`config.mk`:
```
export PLATFORM = sky130hd
export DESIGN_NAME = data_memory_hs
export DESIGN_NICKNAME = d
export VERILOG_FILES = /design/src/rtl/data_memory_hs.sv
export SDC_FILE = /design/constraint.sdc
export NUM_CORES = 1
export LEC_CHECK = 0
export CAP_MARGIN = 20
export CELL_PAD_IN_SITES_DETAIL_PLACEMENT = 1
export CELL_PAD_IN_SITES_GLOBAL_PLACEMENT = 1
export CORE_ASPECT_RATIO = 1.75
export CORE_MARGIN = 10
export CORE_UTILIZATION = 26
export CTS_BUF_LIST = sky130_fd_sc_hd__clkbuf_4 sky130_fd_sc_hd__clkbuf_8
export CTS_CLUSTER_SIZE = 28
export DETAILED_ROUTE_END_ITERATION = 10
export PLACE_DENSITY_LB_ADDON = 0.1
export SLEW_MARGIN = 20
export SYNTH_ARGS = -nofsm -noshare
export SYNTH_HDL_FRONTEND = slang
export SYNTH_SLANG_ARGS = --single-unit
```
`constraint.sdc`:
```
create_clock -name clk -period 2.5 [get_ports clk]
set_input_delay 0.375 -clock clk [delete_from_list [all_inputs] [get_ports clk]]
set_output_delay 0.375 -clock clk [all_outputs]
set_load 0.05 [all_outputs]
```
`src/rtl/data_memory_hs.sv`:
```
// Word-organised data memory with valid/ready request and response handshakes,
// byte-lane writes, configurable read latency and alignment/range error reporting.
module data_memory_hs #(
    parameter int DATA_W    = 32,
    parameter int ADDR_W    = 32,
    parameter int DEPTH     = 32,
    parameter int RD_LAT    = 1,
    parameter int ZERO_INIT = 1
) (
    input  logic                  clk,
    input  logic                  reset,
    input  logic                  req_valid,
    output logic                  req_ready,
    input  logic                  req_we,
    input  logic [ADDR_W-1:0]     req_addr,
    input  logic [DATA_W-1:0]     req_wdata,
    input  logic [DATA_W/8-1:0]   req_be,
    output logic                  rsp_valid,
    input  logic                  rsp_ready,
    output logic [DATA_W-1:0]     rsp_rdata,
    output logic                  rsp_we,
    output logic                  rsp_err
);
    localparam int BYTES = DATA_W / 8;
    localparam int OFF   = $clog2(BYTES);
    localparam int IDX   = $clog2(DEPTH);

    typedef enum logic [1:0] {IDLE, WAIT, RESP} state_t;

    state_t            state_q, state_d;
    logic [1:0]        cnt_q, cnt_d;
    logic              req_ready_q, req_ready_d;
    logic              rsp_valid_q, rsp_valid_d;
    logic [DATA_W-1:0] rsp_rdata_q, rsp_rdata_d;
    logic              rsp_we_q, rsp_we_d;
    logic              rsp_err_q, rsp_err_d;

    logic [IDX-1:0]    word_idx;
    logic              misaligned;
    logic              out_of_range;
    logic              req_err;
    logic              accept;
    logic              wr_en;
    logic [DATA_W-1:0] rd_word;

    assign word_idx = req_addr[OFF +: IDX];

    if (OFF > 0) begin : g_align
        assign misaligned = |req_addr[OFF-1:0];
    end else begin : g_no_align
        assign misaligned = 1'b0;
    end

    if (OFF + IDX < ADDR_W) begin : g_range
        assign out_of_range = |req_addr[ADDR_W-1:OFF+IDX];
    end else begin : g_no_range
        assign out_of_range = 1'b0;
    end

    assign req_err = misaligned | out_of_range;
    // Nothing is accepted while reset is held, so memory cannot change under reset.
    assign accept  = req_valid & req_ready_q & ~reset;
    assign wr_en   = accept & req_we & ~req_err;

    if (ZERO_INIT != 0) begin : g_mem_zero
        logic [DATA_W-1:0] mem [DEPTH] = '{default: '0};

        always_ff @(posedge clk) begin
            if (wr_en) begin
                for (int i = 0; i < BYTES; i++) begin
                    if (req_be[i]) begin
                        mem[word_idx][i*8 +: 8] <= req_wdata[i*8 +: 8];
                    end
                end
            end
        end

        assign rd_word = mem[word_idx];
    end else begin : g_mem_x
        logic [DATA_W-1:0] mem [DEPTH];

        always_ff @(posedge clk) begin
            if (wr_en) begin
                for (int i = 0; i < BYTES; i++) begin
                    if (req_be[i]) begin
                        mem[word_idx][i*8 +: 8] <= req_wdata[i*8 +: 8];
                    end
                end
            end
        end

        assign rd_word = mem[word_idx];
    end

    always_comb begin
        state_d     = state_q;
        cnt_d       = cnt_q;
        req_ready_d = req_ready_q;
        rsp_valid_d = rsp_valid_q;
        rsp_rdata_d = rsp_rdata_q;
        rsp_we_d    = rsp_we_q;
        rsp_err_d   = rsp_err_q;
        case (state_q)
            IDLE: begin
                if (accept) begin
                    rsp_we_d    = req_we;
                    rsp_err_d   = req_err;
                    rsp_rdata_d = (req_we || req_err) ? '0 : rd_word;
                    req_ready_d = 1'b0;
                    if (RD_LAT == 1) begin
                        state_d     = RESP;
                        rsp_valid_d = 1'b1;
                    end else begin
                        state_d = WAIT;
                        cnt_d   = 2'(RD_LAT - 2);
                    end
                end
            end
            WAIT: begin
                if (cnt_q == 2'd0) begin
                    state_d     = RESP;
                    rsp_valid_d = 1'b1;
                end else begin
                    cnt_d = cnt_q - 2'd1;
                end
            end
            RESP: begin
                // Response fields are held until the consumer takes them.
                if (rsp_ready) begin
                    state_d     = IDLE;
                    rsp_valid_d = 1'b0;
                    req_ready_d = 1'b1;
                end
            end
            default: begin
                state_d     = IDLE;
                rsp_valid_d = 1'b0;
                req_ready_d = 1'b1;
            end
        endcase
    end

    always_ff @(posedge clk or posedge reset) begin
        if (reset) begin
            state_q     <= IDLE;
            cnt_q       <= 2'd0;
            req_ready_q <= 1'b1;
            rsp_valid_q <= 1'b0;
            rsp_rdata_q <= '0;
            rsp_we_q    <= 1'b0;
            rsp_err_q   <= 1'b0;
        end else begin
            state_q     <= state_d;
            cnt_q       <= cnt_d;
            req_ready_q <= req_ready_d;
            rsp_valid_q <= rsp_valid_d;
            rsp_rdata_q <= rsp_rdata_d;
            rsp_we_q    <= rsp_we_d;
            rsp_err_q   <= rsp_err_d;
        end
    end

    assign req_ready = req_ready_q;
    assign rsp_valid = rsp_valid_q;
    assign rsp_rdata = rsp_rdata_q;
    assign rsp_we    = rsp_we_q;
    assign rsp_err   = rsp_err_q;
endmodule

```
==> results of run 1 <==
-- state kept, by name (all words and copies together) (netlist names) --
name	flops
rsp_we	1
rsp_rdata	32
g_mem_zero.mem	1024
req_ready	1
rsp_err	1
state_q	1
-- cell families (layout without fill, tap and decap cells) --
logic type	after synthesis	after routing	share of synthesized area (%)
compound gates	235	235	4.207
buf+inv	123	868	1.649
flops	1060	1060	77.24
mux	385	385	13.52
other cells	0	3	0
simple gates	299	299	3.380
-- final cells by class --
cell class	count	area, um^2
Fill cell	15990	105400
Sequential cell	1060	31650
Multi-Input combinational cell	919	8712
Timing Repair Buffer	566	4922
Clock buffer	236	2929
Tap cell	2037	2549
Clock inverter	63	456.7
Inverter	3	15.01
Antenna cell	3	7.507
-- stage by stage --
step                power, mW  area, um^2
global placement        21.86       47890
floorplan               20.63       40980
global route            38.05       51240
detailed placement      21.88       47890
finish                  36.74       51240
CTS                     37.32       51240
-- power by group --
group          switching [mW]  internal, mW  leakage, nW
sequential            0.00384          19.5         9.70
clock                    7.10          8.21         1.80
combinational            1.20         0.772         5.71
-- cells in the final DEF, fill, tap and decap left out, types with 6 or more instances in the layout --
cell type	count
dfrtp_1	35
mux4_2	124
clkinv_2	20
buf_4	423
nand3_1	25
clkbuf_4	51
o31ai_1	20
a211oi_1	8
nand4_1	9
dlygate4sd2_1	33
a22oi_1	13
buf_12	35
edfxtp_1	1024
o31ai_2	9
nor2b_1	10
clkdlybuf4s50_1	73
clkbuf_8	185
o22ai_1	115
mux2i_1	152
clkinv_1	29
nand2_1	75
mux2_2	109
nor4_1	9
nor2_1	136
a221oi_1	50
bufinv_16	6
-- per-layer routing --
layer | vias up | part of all wire (%) | global-route usage (%) | wire [um]
met2 | 517 | 54 | 30.24 | 78140
met5 | - | 0 | 0 | 0
li1 | 9886 | - | - | -
met4 | 0 | 4.2 | 6.734 | 6021
met1 | 12060 | 38 | 18.23 | 55350
met3 | 243 | 3.3 | 2.219 | 4691
-- timing repair --
| item | 4_1_cts | 5_1_grt |
|---|---|---|
| setup endpoints to repair | 33 | 0 |
| hold endpoints to repair | 0 | 0 |
| buffers inserted | 0 | 0 |
| hold buffers | 0 | 0 |
| gates resized for setup | 33 | 0 |
-- final timing paths --
| path | end | start | cells after the start |
|---|---|---|---|
| max in group asynchronous | rsp_rdata[23]$_DFFE_PP0P_ | reset | 4 |
| min reg2reg | rsp_rdata[15]$_DFFE_PP0P_ | rsp_rdata[15]$_DFFE_PP0P_ | 2 |
| max reg2reg | rsp_rdata[30]$_DFFE_PP0P_ | g_mem_zero.mem[23][30]$_DFFE_PP_ | 7 |
| max | req_ready | req_ready$_DFFE_PP1P_ | 1 |
| min in group asynchronous | rsp_rdata[12]$_DFFE_PP0P_ | reset | 4 |
| min | state_q[1]$_DFFE_PP0P_ | rsp_ready | 2 |
==> metrics.md, run 1 <==
| Metric | Value |
|---|---|
| Buffers and inverters on the worst path | 1 |
| Post-route DRC | 0 |
| Register-to-register setup slack | 0.21 ns |
| Root Driver | clkbuf_8 |
| First-pass GRT wire length | 200.6 mm |
| MaxCap Viol Count | 0 |
| Synth area leader | edfxtp_1 |
| Total clock sinks | 1,060 |
| Cells after synthesis | approximately 2,100 |
| Critical path fanouts, max | 5 |
| Top-area cell type share of the netlist area | 75.04% |
| Setup crit end kind | output pin |
| Largest net degree at the start of global routing | 64 |
| RSZ-0062 raised after global routing | no |
| Vias in the first global route | 25,280 |
| I/O pin count | 109 |
| Type of origin of the critical path | register |
| Initial Utilization | roughly a quarter |
| Top post-synthesis cells by area | edfxtp_1 (75%), mux4_2 (6.8%), mux2i_1 (3.7%), mux2_2 (3.0%), dfrtp_1 (2.1%) |
| Final setup viols | 0 |
| Clock Pin Slew Worst Setup and Hold Paths | 0.06 ns |
| Avg Vias per Cell | between 4 and 5 |
| Run status | complete, no violations |
| Post-synthesis to final-layout area growth | 25.05% |
| CP Data Required Time | ~2.1 ns |
| Die area | 174,500 um^2 |
| Synth Cell Area | 40,980 um^2 |
| DR iter-0 viols | 1,621 |
| Antenna viol nets, final | 0 |
| Grt ovf | 0 |
| TritonCTS clock tree | done |
| Slew Limit Fails | 0 |
| FP Rows | about 190 |
| WL final | between 100 and 150 mm |
| Tightest Pin Transition | 0.8798 ns |
| Number of synthesized flops with an enable pin | ~1,000 |
| Max_slew headroom | 41.34% |
| Vias | 22,700 |
| Post-route insts no fill | 4,887 |
| Post-place setup slack | -0.5866 ns |
| Crit-path max cell delay | 0.59 ns |
| Dpl cells | 4,585 |
| CP top delay family | flip-flops |
| Count of cell types in the netlist | 51 |
| DIE HEIGHT | 545.2 um |
| Min cycle time layout | 2.384 ns |
| Syn_nets | 2,175 |
| Fraction of layout instances using a drive strength above 1 | 34.63% |
| Final #Nets | 2,793 |
| Port buffer count | 108 |
| Maximum vdd drop | 326.3 uV |
| Initial antenna violation count | 5 |
| First-pass DRT Iterations | 5 |
| H-tree depth | 4 |
| GP Congestion | 0.8115 |
| Worst Path Arrival | 2.01 ns |
| Final setup TNS | 0 ns |
| Power Density | 717.1 nW/um^2 |
| Die width | 320.1 um |
| CP Cell Sequence | dlygate4sd2_1 |
| GRT Overall Usage | 16.22% |
| Synth cell count leaders | edfxtp_1 (1,024), mux2i_1 (152), nor2_1 (139) |
| Hold crit path type | in -> reg |
| Final WS setup | 0.1164 ns |
| CORE AREA | roughly 160,000 um^2 |
| Final Hold Viols | 0 |
| Clk_skew | 0.05296 ns |
| Final hold slack | ~0.14 ns |
| Max clock buf depth | 4 |
| Wire per inst | 29.51 um |
| Ys async rst share | 3.396% |
| Most common flop cell mapped by yosys | edfxtp_1 |
| Max frequency | between 400 and 500 MHz |
| Warnings, synthesis | 0 |
| Seq/Total Area, Yosys | roughly 77% |
| Most common cell in the netlist | edfxtp_1 |
| CTS Buf Count | 170 |
| Worst skew pair latency | a little under 0.9 ns |
| Register bit count reported by yosys | 1,060 |
| Syn_area_per_cell | just under 20 um^2 |
| CP max stage cell | dfstp_2 |
| WS Path Type | reg -> out |
| Final cell utilization of the core | 32.72% |
| Leakage | approximately 17 nW |
| Period utilization | 95.35% |
| Post-DP HPWL | 102.1 mm |
No activity file was read; power rests on OpenSTA's default activity.
==> inputs of run 2 (changes only) <==
- SLEW_MARGIN: 20 -> 40
==> run 2 against run 1 <==
Against the previous run: fmax is 0.78% lower; sequential power hardly changed; cell area is 0.42% lower; combinational power hardly changed; clock skew is 0.0066 ns lower; first-iteration DRC count is 14% lower; global-route usage is 0.10 points higher; critical path type unchanged; critical endpoint is now rsp_rdata[27].
==> metrics.md, run 2 (synthesized netlist as in run 1, its figures left out) <==
| Metric | Value |
|---|---|
| TritonCTS clock tree | done |
| Crit-path max cell delay | 0.83 ns |
| Antenna viol nets, final | 0 |
| Run status | complete, no violations |
| Max_slew headroom | 51.01% |
| Root Driver | clkbuf_8 |
| Setup crit end kind | output pin |
| I/O pin count | between 100 and 150 |
| Register-to-register setup slack | 0.19 ns |
| Switching share of power | 22.70% |
| Part of the power in the clock network | 40.3% |
| Internal | 27.78 mW |
| Vias | 22,630 |
| CP Data Required Time | 2.12 ns |
| CP max stage cell | clkdlybuf4s50_1 |
| Final cell utilization of the core | 32.58% |
| WL final | 144.6 mm |
| Worst skew pair latency | 0.89 ns |
| R2R depth | 7 |
| RSZ-0062 raised after global routing | no |
| RR Startpoint | g_mem_zero.mem[22][30]$_DFFE_PP_ |
| Tightest Pin Transition | 0.7349 ns |
| Avg Vias per Cell | ~4.6 |
| Wire per inst | 29.65 um |
| Filler instances | 15,990 |
| Post-DP HPWL | 102.1 mm |
| Final WS setup | 0.09760 ns |
| Final setup viols | 0 |
| P_sw | 8.159 mW |
| CTS Buf Count | 169 |
| Post-synthesis to final-layout area growth | 24.52% |
| Fraction of layout instances using a drive strength above 1 | 34.07% |
| Final Hold Viols | 0 |
| FP Rows | between 150 and 200 |
| CP Cell Sequence | clkdlybuf4s50_1 |
| Clock Pin Slew Worst Setup and Hold Paths | 0.07 ns |
| Worst Path Arrival | 2.03 ns |
| Vias in the first global route | 25,340 |
| Initial Utilization | 26.16% |
| Largest net degree at the start of global routing | between 60 and 70 |
| DR iter-0 viols | 1,400 |
| Most frequent cells in the layout | edfxtp_1 (1,024), buf_4 (422), clkbuf_8 (177) |
| Post-place setup slack | -0.5855 ns |
| Grt ovf | 0 |
| Crit. Startpoint | rsp_rdata[27]$_DFFE_PP0P_ |
| MaxCap Viol Count | 0 |
| CORE AREA | ~160,000 um^2 |
| Type of origin of the critical path | register |
| H-tree depth | 4 |
| Period utilization | between 90% and 100% |
| Buffers and inverters on the worst path | 1 |
| Die area | 174,500 um^2 |
| Hold Buf Count CTS | 0 |
| Port buffer count | about 110 |
| Pwr Total | 35.94 mW |
| Max clock buf depth | 4 |
| Power Density | roughly 700 nW/um^2 |
| Final #Nets | about 2,800 |
| Maximum vdd drop | 325.5 uV |
| Slew Limit Fails | 0 |
| Critical path fanouts, max | 2 |
| First-pass DRT Iterations | 5 |
| First-pass GRT wire length | 201.8 mm |
| Combinational share of power | 5.5% |
| Min cycle time layout | between 2 and 2.5 ns |
| Max frequency | about 420 MHz |
| Commonest non-fill, non-tap cell in the layout | edfxtp_1 |
| Die width | 320.1 um |
| Clk_skew | 0.04640 ns |
| Hold_sp | rsp_ready |
| Total clock sinks | 1,060 |
| Max FFs per register | 1,024 |
| Hold path cells | 2 |
| Capturing point of the worst reg2reg path | rsp_rdata[30]$_DFFE_PP0P_ |
| Biggest register | g_mem_zero.mem |
| WHS Endpoint | state_q[1]$_DFFE_PP0P_ |
| WS Path Type | reg -> out |
| GP Congestion | 0.8115 |
| DIE HEIGHT | 545.2 um |
| GRT Overall Usage | 16.32% |
| Seq pwr share | 54.2% |
| Leakage | 17.09 nW |
| Initial antenna violation count | 4 |
| Post-route DRC | 0 |
| CP top delay family | buffers and inverters |
| Hold crit path type | in -> reg |
[run 2: worst max path at each step]
stage | end | depth (start not counted)
after CTS | rsp_rdata[27] | 1
after floorplan | g_mem_zero.mem[0][0]$_DFFE_PP_ | 6
final | rsp_rdata[27] | 1
after global placement | rsp_rdata[30]$_DFFE_PP0P_ | 11
after detailed placement | rsp_rdata[30]$_DFFE_PP0P_ | 11
after global routing | rsp_rdata[27] | 1
[run 2: power by group through the flow]
stage	sequential, mW	clock (mW)	combinational [mW]
finish	19.5	14.5	1.97
global route	19.5	15.8	2.09
CTS	19.5	15.1	2.03
detailed placement	19.8	0	2.03
global placement	19.8	0	2.02
floorplan	19.9	0	0.755
[run 2: stage by stage]
stage	hold slack [ns]	TNS [ns]	cell area, um^2	instances
global route	0.09131	0	51020	4876
CTS	0.05455	0	51020	4875
finish	0.1411	0	51030	4877
detailed placement	0.4929	-367.26	47890	4585
global placement	0.4690	-386.85	47890	4585
floorplan	0.3435	0	40980	2102
[run 2: cell type report]
class                   instances  area (um^2)  share of cell area, %
diodes                          2        5.005               0.009808
clock buffers                 224         2789                  5.466
clock inverters                66        371.6                 0.7283
inverters                       3        15.01                0.02943
multi-input cells             919         8712                  17.07
flip-flops and latches       1060        31650                  62.03
well taps                    2037         2549                  4.995
repair buffers                566         4932                  9.666
[run 2: routing by layer]
layer,track usage (%),up-vias,wire [um]
li1,-,9852,-
met1,18.20,12080,55680
met2,30.54,466,78700
met3,2.426,228,4580
met4,6.602,0,5642
met5,0,-,0
[run 2: what timing repair did]
action,4_1_cts,5_1_grt
gates resized for setup,30,1
endpoints found under the setup margin,30,1
buffers inserted,0,0
endpoints found under the hold margin,0,0
==> inputs of run 3 (changes only) <==
- CAP_MARGIN: 20 -> not set
- CORE_ASPECT_RATIO: 1.75 -> 1.2
- RECOVER_POWER: not set -> 25
==> run 3 against run 2 <==
Against the previous run: the flow now finishes with violations (capacitance limit, slew limit); cell area is 0.34% higher; worst setup slack better by 0.082 ns; combinational power is 5% lower; die area is 0.32% lower; via count is 0.22% lower; count of clock-buffer cells in the layout is 5 higher; sequential cell count stayed put; sequential power hardly changed; clock power is 6% higher; utilization is 0.12 points higher; fmax is 3.5% higher; critical endpoint is now rsp_rdata[31]; largest power group unchanged.
==> metrics.md, run 3 (synthesized netlist as in run 1, its figures left out) <==
| Metric | Value |
|---|---|
| CTS Buf Count | around 180 |
| Max frequency | 430.9 MHz |
| Commonest non-fill, non-tap cell in the layout | edfxtp_1 |
| GP Congestion | 0.7968 |
| Crit-path max cell delay | 0.59 ns |
| Type of origin of the critical path | register |
| Multi-input gate area | 8715 um^2 |
| Slew Limit Fails | between 900 and 1,000 |
| Grt ovf | 0 |
| Biggest register | g_mem_zero.mem |
| Wire per inst | 27.84 um |
| CP Data Required Time | around 2.1 ns |
| Die area | 174,000 um^2 |
| RSZ-0062 raised after global routing | no |
| Most frequent cells in the layout | edfxtp_1 (1,024), buf_4 (348), clkbuf_8 (184) |
| Die width | 382.4 um |
| Max clock buf depth | 3 |
| WL final | 137.5 mm |
| Run status | finished, violations left |
| Clock Pin Slew Worst Setup and Hold Paths | 0.07 ns |
| Hold crit path type | in -> reg |
| Period utilization | between 90 and 100% |
| Post-route DRC | 0 |
| Post-place setup slack | -0.5910 ns |
| Total clock sinks | 1,060 |
| Final #Nets | between 2,000 and 3,000 |
| Maximum vdd drop | 538.9 uV |
| Leakage | between 15 and 20 nW |
| Final WS setup | 0.1795 ns |
| Worst Path Arrival | 1.95 ns |
| Post-synthesis to final-layout area growth | 24.94% |
| TritonCTS clock tree | done |
| Filler instances | 15,940 |
| Port buffer count | around 110 |
| Largest net degree at the start of global routing | 37 |
| DR iter-0 viols | approximately 1,700 |
| CP Cell Sequence | dlygate4sd2_1 |
| Initial antenna violation count | 14 |
| DIE HEIGHT | 454.9 um |
| First-pass DRT Iterations | 4 |
| MaxCap Viol Count | 28 |
| Max_slew headroom | -28.44% |
| Root Driver | clkbuf_8 |
| Final setup TNS | 0 ns |
| Avg Vias per Cell | roughly 4.6 |
| Antenna viol nets, final | 0 |
| First-pass GRT wire length | 192.9 mm |
| FP Rows | approximately 160 |
| Power Density | 718.1 nW/um^2 |
| Fraction of layout instances using a drive strength above 1 | 32.83% |
| Initial Utilization | 26.17% |
| Buffers and inverters on the worst path | 1 |
| GRT Overall Usage | 15.62% |
| Max FFs per register | ~1,000 |
| Setup crit end kind | output pin |
| Final Hold Viols | 0 |
| WS Path Type | reg -> out |
| Worst skew pair latency | 0.90 ns |
| Register Area | 31,650 um^2 |
| Vias | 22,580 |
| Vias in the first global route | 24,970 |
| Post-CTS Setup Bufs | 0 |
| Final setup viols | 0 |
| Tightest Pin Transition | 1.927 ns |
| I/O pin count | 109 |
| Failing checks | capacitance limit, slew limit |
| CORE AREA | about 160,000 um^2 |
| CP max stage cell | dlygate4sd2_1 |
| CP top delay family | buffers and inverters |
| H-tree depth | 4 |
| Clk_skew | 0.01833 ns |
| Min cycle time layout | roughly 2.3 ns |
| Post-DP HPWL | 95.20 mm |
| Critical path fanouts, max | 2 |
[run 3: changes by cell type in the layout (fill, tap and decap cells not counted), moves of 10 or more]
cell / previous run / this run
clkinv_2: 19 / 30
buf_12: 35 / 45
clkdlybuf4s50_1: 75 / 43
clkinv_1: 39 / 52
clkbuf_1: 0 / 28
dlygate4sd3_1: 0 / 28
buf_4: 422 / 348
[run 3: metal layers]
metal	GRT usage, %	part of all wire [%]	vias up
li1	-	-	9856
met3	2.683	4.2	187
met5	0	0.0095	-
met2	26.96	50	554
met1	19.76	42	11980
met4	5.264	2.8	2
[run 3: worst min-delay path: stages]
cell      delay, ns
buf_8          0.17
mux2i_1        0.20
a221oi_1       0.12
nand3_1        0.12
o31ai_1        0.07
[run 3: what timing repair did]
item | 4_1_cts | 5_1_grt
endpoints found under the hold margin | 36 | 0
hold buffers | 2 | 0
resized for setup | 38 | 0
setup endpoints to repair | 36 | 0
[run 3: through the flow]
| step | util (%) | std cells | hold slack (ns) | power (mW) | instance area [um^2] |
|---|---|---|---|---|---|
| 2_1_floorplan | - | 2102 | 0.3435 | 20.63 | 40980 |
| 3_3_place_gp | 30.53 | 4604 | 0.4644 | 21.80 | 47810 |
| 3_5_place_dp | 30.53 | 4604 | 0.4798 | 21.81 | 47810 |
| 4_1_cts | 32.76 | 4938 | 0.1167 | 37.38 | 51300 |
| 5_1_grt | 32.70 | 4940 | 0.2025 | 38.21 | 51200 |
| 6_report | 32.70 | 4941 | 0.2067 | 36.76 | 51200 |
[run 3: path summary, 6_finish.rpt]
check | startpoint | to | slack, ns | depth (start not counted)
max | rsp_rdata[31]$_DFFE_PP0P_ | rsp_rdata[31] | 0.18 | 1
min | req_addr[2] | rsp_rdata[24]$_DFFE_PP0P_ | 0.21 | 5
max reg2reg | req_ready$_DFFE_PP1P_ | g_mem_zero.mem[13][5]$_DFFE_PP_ | 0.21 | 7
min reg2reg | rsp_err$_DFFE_PP0P_ | rsp_err$_DFFE_PP0P_ | 0.49 | 2
max in group asynchronous | reset | rsp_rdata[29]$_DFFE_PP0P_ | 1.55 | 4
min in group asynchronous | reset | rsp_rdata[14]$_DFFE_PP0P_ | 0.55 | 4
[run 3: where the power goes]
part           total (mW)  switching [mW]  leakage (nW)  internal (mW)
clock                15.4            7.23          1.83           8.16
sequential           19.5         0.00266          9.70           19.5
combinational        1.88            1.14          5.51          0.736
total                36.8            8.37          17.0           28.4
[run 3: area by class of cell]
type | instances | area share (%)
diodes | 3 | 0.01466
clock buffers | 229 | 5.606
clock inverters | 103 | 1.256
inverters | 3 | 0.02933
multi-input cells | 919 | 17.02
flip-flops and latches | 1060 | 61.82
well taps | 2093 | 5.115
repair buffers | 531 | 9.137
